--- src/rtl/uart_tx_scheduler_if.sv ---
// Signal bundle between the byte producers/serializer side and the TX scheduler.
// Handshake: a requester byte is taken on the cycle where req_valid[i] && req_ready[i] are both high.
interface uart_tx_scheduler_if #(
  parameter int NREQ = 4,
  parameter int DW   = 8
);
  localparam int IW = (NREQ > 1) ? $clog2(NREQ) : 1;

  logic              ena;
  logic [NREQ-1:0]   req_valid;
  logic [NREQ*DW-1:0] req_data;
  logic [NREQ-1:0]   req_ready;
  logic              tx_start;
  logic [DW-1:0]     tx_data;
  logic              tx_done;
  logic [IW-1:0]     grant_id;
  logic              busy;
  logic              err;
  logic [1:0]        state_dbg;

  modport master (
    output ena, req_valid, req_data, tx_done,
    input  req_ready, tx_start, tx_data, grant_id, busy, err, state_dbg
  );

  modport slave (
    input  ena, req_valid, req_data, tx_done,
    output req_ready, tx_start, tx_data, grant_id, busy, err, state_dbg
  );
endinterface

--- src/rtl/uart_tx_scheduler.sv ---
// Round-robin sharing of one UART TX serializer among NREQ byte producers,
// with a watchdog that abandons a frame whose tx_done never arrives.
module uart_tx_scheduler #(
  parameter int NREQ    = 4,
  parameter int DW      = 8,
  parameter int TIMEOUT = 4096
) (
  input  logic              clk,
  input  logic              rst_n,
  uart_tx_scheduler_if.slave bus
);
  localparam int IW  = (NREQ > 1) ? $clog2(NREQ) : 1;
  localparam int WDW = $clog2(TIMEOUT);
  localparam logic [WDW-1:0] WD_LAST = WDW'(TIMEOUT - 1);
  localparam logic [IW:0]    NREQ_W  = (IW+1)'(NREQ);

  typedef enum logic [1:0] {
    IDLE      = 2'd0,
    START     = 2'd1,
    WAIT_DONE = 2'd2
  } state_t;

  state_t          state, state_nxt;
  logic [IW-1:0]   ptr;
  logic [IW-1:0]   grant_q;
  logic [DW-1:0]   tx_data_q;
  logic [WDW-1:0]  wd;

  logic            win_found;
  logic [IW-1:0]   win_idx;
  logic [IW:0]     cand;
  logic [NREQ-1:0] ready_c;
  logic            tx_start_c;
  logic            err_c;
  logic            load;
  logic            ptr_adv;

  // Scan from ptr upward with wrap; first asserted request wins.
  always_comb begin
    win_found = 1'b0;
    win_idx   = '0;
    cand      = '0;
    for (int k = 0; k < NREQ; k++) begin
      cand = {1'b0, ptr} + (IW+1)'(k);
      if (cand >= NREQ_W) cand = cand - NREQ_W;
      if (!win_found && bus.req_valid[cand[IW-1:0]]) begin
        win_found = 1'b1;
        win_idx   = cand[IW-1:0];
      end
    end
  end

  always_comb begin
    state_nxt  = state;
    ready_c    = '0;
    tx_start_c = 1'b0;
    err_c      = 1'b0;
    load       = 1'b0;
    ptr_adv    = 1'b0;
    case (state)
      IDLE: begin
        if (bus.ena && win_found) begin
          ready_c[win_idx] = 1'b1;
          load             = 1'b1;
          state_nxt        = START;
        end
      end
      START: begin
        tx_start_c = 1'b1;
        state_nxt  = WAIT_DONE;
      end
      WAIT_DONE: begin
        // A completion on the expiry cycle takes precedence over the abort.
        if (bus.tx_done) begin
          ptr_adv   = 1'b1;
          state_nxt = IDLE;
        end else if (wd == WD_LAST) begin
          err_c     = 1'b1;
          ptr_adv   = 1'b1;
          state_nxt = IDLE;
        end
      end
      default: state_nxt = IDLE;
    endcase
  end

  always_ff @(posedge clk or negedge rst_n) begin
    if (!rst_n) begin
      state     <= IDLE;
      ptr       <= '0;
      grant_q   <= '0;
      tx_data_q <= '0;
      wd        <= '0;
    end else begin
      state <= state_nxt;
      if (load) begin
        tx_data_q <= bus.req_data[win_idx*DW +: DW];
        grant_q   <= win_idx;
      end
      if (state == START) wd <= '0;
      else if (state == WAIT_DONE) wd <= wd + 1'b1;
      if (ptr_adv) ptr <= (grant_q == IW'(NREQ - 1)) ? '0 : grant_q + 1'b1;
    end
  end

  assign bus.req_ready = ready_c;
  assign bus.tx_start  = tx_start_c;
  assign bus.err       = err_c;
  assign bus.tx_data   = tx_data_q;
  assign bus.grant_id  = grant_q;
  assign bus.busy      = (state != IDLE);
  assign bus.state_dbg = state;
endmodule

--- src/flat_wrapper.sv ---
// flat-port wrapper written by rule: the top's interface ports become plain ports
module uart_tx_scheduler_flat 
#(
  parameter int NREQ    = 4,
  parameter int DW      = 8,
  parameter int TIMEOUT = 4096
)
  (clk, rst_n, bus_ena, bus_req_valid, bus_req_data, bus_tx_done, bus_req_ready, bus_tx_start, bus_tx_data, bus_grant_id, bus_busy, bus_err, bus_state_dbg);
  uart_tx_scheduler_if #(.NREQ(NREQ), .DW(DW)) bus_i ();
  input  logic clk;
  input  logic rst_n;
  input wire logic [$bits(bus_i.ena)-1:0] bus_ena;
  input wire logic [$bits(bus_i.req_valid)-1:0] bus_req_valid;
  input wire logic [$bits(bus_i.req_data)-1:0] bus_req_data;
  input wire logic [$bits(bus_i.tx_done)-1:0] bus_tx_done;
  output wire logic [$bits(bus_i.req_ready)-1:0] bus_req_ready;
  output wire logic [$bits(bus_i.tx_start)-1:0] bus_tx_start;
  output wire logic [$bits(bus_i.tx_data)-1:0] bus_tx_data;
  output wire logic [$bits(bus_i.grant_id)-1:0] bus_grant_id;
  output wire logic [$bits(bus_i.busy)-1:0] bus_busy;
  output wire logic [$bits(bus_i.err)-1:0] bus_err;
  output wire logic [$bits(bus_i.state_dbg)-1:0] bus_state_dbg;
  assign bus_i.ena = bus_ena;
  assign bus_i.req_valid = bus_req_valid;
  assign bus_i.req_data = bus_req_data;
  assign bus_i.tx_done = bus_tx_done;
  assign bus_req_ready = bus_i.req_ready;
  assign bus_tx_start = bus_i.tx_start;
  assign bus_tx_data = bus_i.tx_data;
  assign bus_grant_id = bus_i.grant_id;
  assign bus_busy = bus_i.busy;
  assign bus_err = bus_i.err;
  assign bus_state_dbg = bus_i.state_dbg;
  uart_tx_scheduler #(.NREQ(NREQ), .DW(DW), .TIMEOUT(TIMEOUT)) u_core (.clk(clk), .rst_n(rst_n), .bus(bus_i));
endmodule
--- config.mk ---
export PLATFORM = sky130hd
export DESIGN_NAME = uart_tx_scheduler_flat
export DESIGN_NICKNAME = d
export VERILOG_FILES = /design/src/rtl/uart_tx_scheduler_if.sv /design/src/rtl/uart_tx_scheduler.sv /design/src/flat_wrapper.sv
export SDC_FILE = /design/constraint.sdc
export NUM_CORES = 1
export LEC_CHECK = 0
export CORE_MARGIN = 1
export CORE_UTILIZATION = 40
export DETAILED_ROUTE_END_ITERATION = 7
export PLACE_DENSITY = 0.82
export SLEW_MARGIN = 15
export SYNTH_ARGS = -nofsm -noshare
export SYNTH_HDL_FRONTEND = slang
export SYNTH_SLANG_ARGS = --single-unit
--- constraint.sdc ---
create_clock -name clk -period 1.9 [get_ports clk]
set_clock_uncertainty 0.1 [all_clocks]
set_input_delay 0.19 -clock clk [delete_from_list [all_inputs] [get_ports clk]]
set_output_delay 0.19 -clock clk [all_outputs]
set_load 0.1 [all_outputs]
==> results.py, run 1 <==
metrics = {
    "global_routing": {
        "grt_usage": 0.2583,
        "grt_max_degree": 27,
        "grt_pass1_vias": 1749,
        "grt_pass1_wl_microns": 8514,
        "overflow": 0,
        "antenna_found_initial": 0,
    },
    "synthesis": {
        "synth_compound_area_frac": 0.1941,
        "syn_nets": 221,
        "synth_area_sq_um": 1624,
        "yosysSeqAreaShare": 0.4006,
        "synth_mux_area_frac": 0.08243,
        "synth_edf_count": 0,
        "synthSimpleGateAreaFrac": 0.2227,
        "syn_inst": 176,
        "synthTopCellsByArea": "dfrtp_1 (40%), o21ai_0 (5.5%), a221o_1 (4.9%), mux2_1 (4.9%), nor2_1 (4.2%)",
        "syn_avg_cell_area_sq_um": 9.228,
        "ys_ff_latch": 26,
        "synth_commonest_cells": "dfrtp_1 (26), nor2_1 (18), o21ai_0 (18)",
        "synth_xor_area_frac": 0.03236,
        "ys_dominant_reg_cell": "dfrtp_1",
        "yosysTopAreaCell": "dfrtp_1",
        "synthAdderAreaFrac": 0.03852,
        "synthArstFlopShare": 1.000,
        "synth_top_area_frac": 0.4006,
        "synth_most_common_cell": "dfrtp_1",
        "synthDistinctLibCells": 38,
        "synth_top_family_by_area": "simple AND/OR/NAND/NOR gates",
        "yosysWarnings": 0,
    },
    "sta": {
        "setup-violations-final": 12,
        "slew_headroom": 0.6987,
        "setup_slack_ns": -0.1822,
        "worst_pin_slew_ns": 0.4461,
        "tns_ns": -0.8097,
        "slew_viol_final": 0,
        "fin_crit_sh": 1.096,
        "final.min_clock_period_ns": 2.082,
        "rsz0062_at_grt": "yes",
        "max_freq_ghz": 0.4803,
        "finalHoldViolations": 0,
    },
    "clock_network": {
        "path_clk_slew_ns": 0.10,
        "clkSinkCount": 26,
        "clock_path_buffers": 2,
        "cts_made_buffers": 3,
        "ctsRootBufferMaster": "clkbuf_8",
        "tritoncts": "yes",
        "cts_hold_buf": 0,
        "insertion_delay_ns": 0.28,
        "h-tree-depth": 1,
    },
    "route": {
        "drt-total-wl_microns": 5532,
        "drc": 0,
        "dr.pass1.iters": 5,
        "drt_first_iter_violations": 138,
        "drt-vias-per-instance": 5.729,
        "ant_nets": 0,
        "wl_per_cell_microns": 17.23,
        "vias": 1839,
    },
    "run_status": {
        "status": "finished with violations",
        "violations": "negative setup slack",
    },
    "cells_and_area": {
        "instances_no_fill": 321,
        "drive_gt1_frac": 0.4066,
        "nNetsFinal": 319,
        "area_growth_pct": 75.58,
        "diodes": 0,
    },
    "worst_setup_path": {
        "cp.required_ns": 1.61,
        "critPathLaunchType": "flop",
        "crit_type": "flop to primary output",
        "critPathCaptureType": "primary output",
        "crit_arrival_ns": 1.79,
        "cp_max_fo": 4,
        "worst_r2r_path_depth": 7,
    },
    "die": {
        "num_io_pins": 59,
        "num_rows": 22,
        "die_area_sq_um": 4319,
        "start_util": 0.4307,
        "dieWidth_microns": 65.72,
        "core_sq_um": 3771,
        "die_height_microns": 65.72,
    },
    "place": {
        "routabilityCongestion": 0.8595,
        "dp.cells": 302,
        "port_buffers": 58,
        "hpwlAfterDp_microns": 3490,
    },
    "power": {
        "leakagePower_nw": 1.243,
        "peakVddDrop_v": 0.001173,
        "power_density_nw_per_um2": 1646,
        "finalPower_mw": 4.695,
    },
    "worst_hold_path": {
        "hold_class": "input pin to asynchronous set/reset pin",
    },
    "run": {
        "maxCapViolCount": 0,
    },
}
==> cell families (layout without fill, tap and decap cells) <==
| logic type | after synthesis | in the layout |
|---|---|---|
| fa+ha+maj | 5 | 5 |
| simple gates | 67 | 67 |
| mux | 12 | 12 |
| buf+inv | 12 | 109 |
| flops | 26 | 26 |
| compound gates | 48 | 48 |
| xor+xnor | 6 | 6 |
==> metrics by stage <==
stage / utilization / setup WS [ns] / area (sq um) / hold WS [ns]
4_1_cts: 0.7356 / -0.1851 / 2774 / 0.1954
3_3_place_gp: 0.6798 / -0.3983 / 2564 / 0.3963
5_1_grt: 0.7561 / -0.2619 / 2851 / 0.2111
6_report: 0.7561 / -0.1822 / 2851 / 0.1762
2_1_floorplan: - / -0.2024 / 1723 / -0.2056
3_5_place_dp: 0.6798 / -0.4904 / 2564 / 0.3918
==> where the power goes <==
part	total, mW	switching [mW]	leakage (nW)	internal (mW)
Combinational	3.41	2.11	0.882	1.30
Clock	0.373	0.187	0.0288	0.186
Sequential	0.910	0.153	0.332	0.757
Total	4.69	2.45	1.24	2.24
==> state kept, by name, summed over array words and instances, names as in the netlist <==
name and cells:
u_core.bus.grant_id 2, u_core.ptr 2, u_core.bus.state_dbg 2, u_core.bus.tx_data 8, u_core.wd 12
==> final cells by class <==
type	instances	area, sq um
fillers	235	919.6
flip-flops and latches	26	660.6
inverters	6	27.53
multi-input cells	138	1106
clock buffers	4	55.05
well taps	48	60.06
repair buffers	99	942.2
==> worst paths after layout <==
kind | start | endpoint | slack, ns
worst min-delay path | rst_n | u_core.wd[7] | 0.18
worst max register to register | u_core.ptr[0] | u_core.bus.tx_data[1] | -0.04
max in group asynchronous | rst_n | u_core.bus.state_dbg[1] | 1.23
worst max-delay path | u_core.ptr[0] | bus_req_ready[3] | -0.18
min in group clk | u_core.bus.tx_data[0] | u_core.bus.tx_data[0] | 0.43
worst min register to register | u_core.bus.tx_data[0] | u_core.bus.tx_data[0] | 0.43
==> cells in the final DEF (no fill, tap or decap), types with 2 or more instances in the layout <==
| cell | count |
|---|---|
| buf_6 | 5 |
| nor2_4 | 6 |
| inv_1 | 4 |
| o31ai_1 | 2 |
| mux2_4 | 7 |
| a21oi_1 | 9 |
| dfrtp_4 | 2 |
| buf_12 | 7 |
| a221o_1 | 8 |
| dfrtp_2 | 2 |
| clkdlybuf4s50_1 | 35 |
| nand3_1 | 10 |
| ha_1 | 2 |
| nand4_1 | 3 |
| o21a_1 | 2 |
| buf_4 | 48 |
| ha_2 | 2 |
| clkbuf_8 | 4 |
| nor2_2 | 3 |
| o21ai_0 | 17 |
| inv_4 | 2 |
| mux2_2 | 4 |
| nand2b_1 | 2 |
| dfrtp_1 | 22 |
| nor2_1 | 10 |
| nand3_2 | 2 |
| dlygate4sd2_1 | 4 |
| nor2b_4 | 2 |
| xor2_1 | 6 |
| nand2_1 | 14 |
==> per-layer routing <==
layer	vias up	GRT usage	wire, microns
met5	-	0	0
met4	0	0.09511	150
met3	15	0.02778	291
met2	73	0.4133	2721
met1	909	0.3557	2369
li1	842	-	-
==> critical path, cell delays in order, from the launching register on <==
cell and delay (ns):
dfrtp_2 0.44, nor2b_4 0.07, o21ai_0 0.20, o21ai_1 0.12, or3_4 0.39, nor2_4 0.12
buf_12 0.18
==> timing repair <==
item	4_1_cts	5_1_grt
endpoints found under the setup margin	13	18
buffers inserted	13	4
gates resized for setup	26	14
pin swaps	22	12
Note: power is estimated with default switching activity, not from simulation.
==> run 2: changes to the inputs <==
Settings changed: CAP_MARGIN from default to 0.
==> results of run 2 <==
The final DEF is identical to that of run 1; final timing and power are the same.
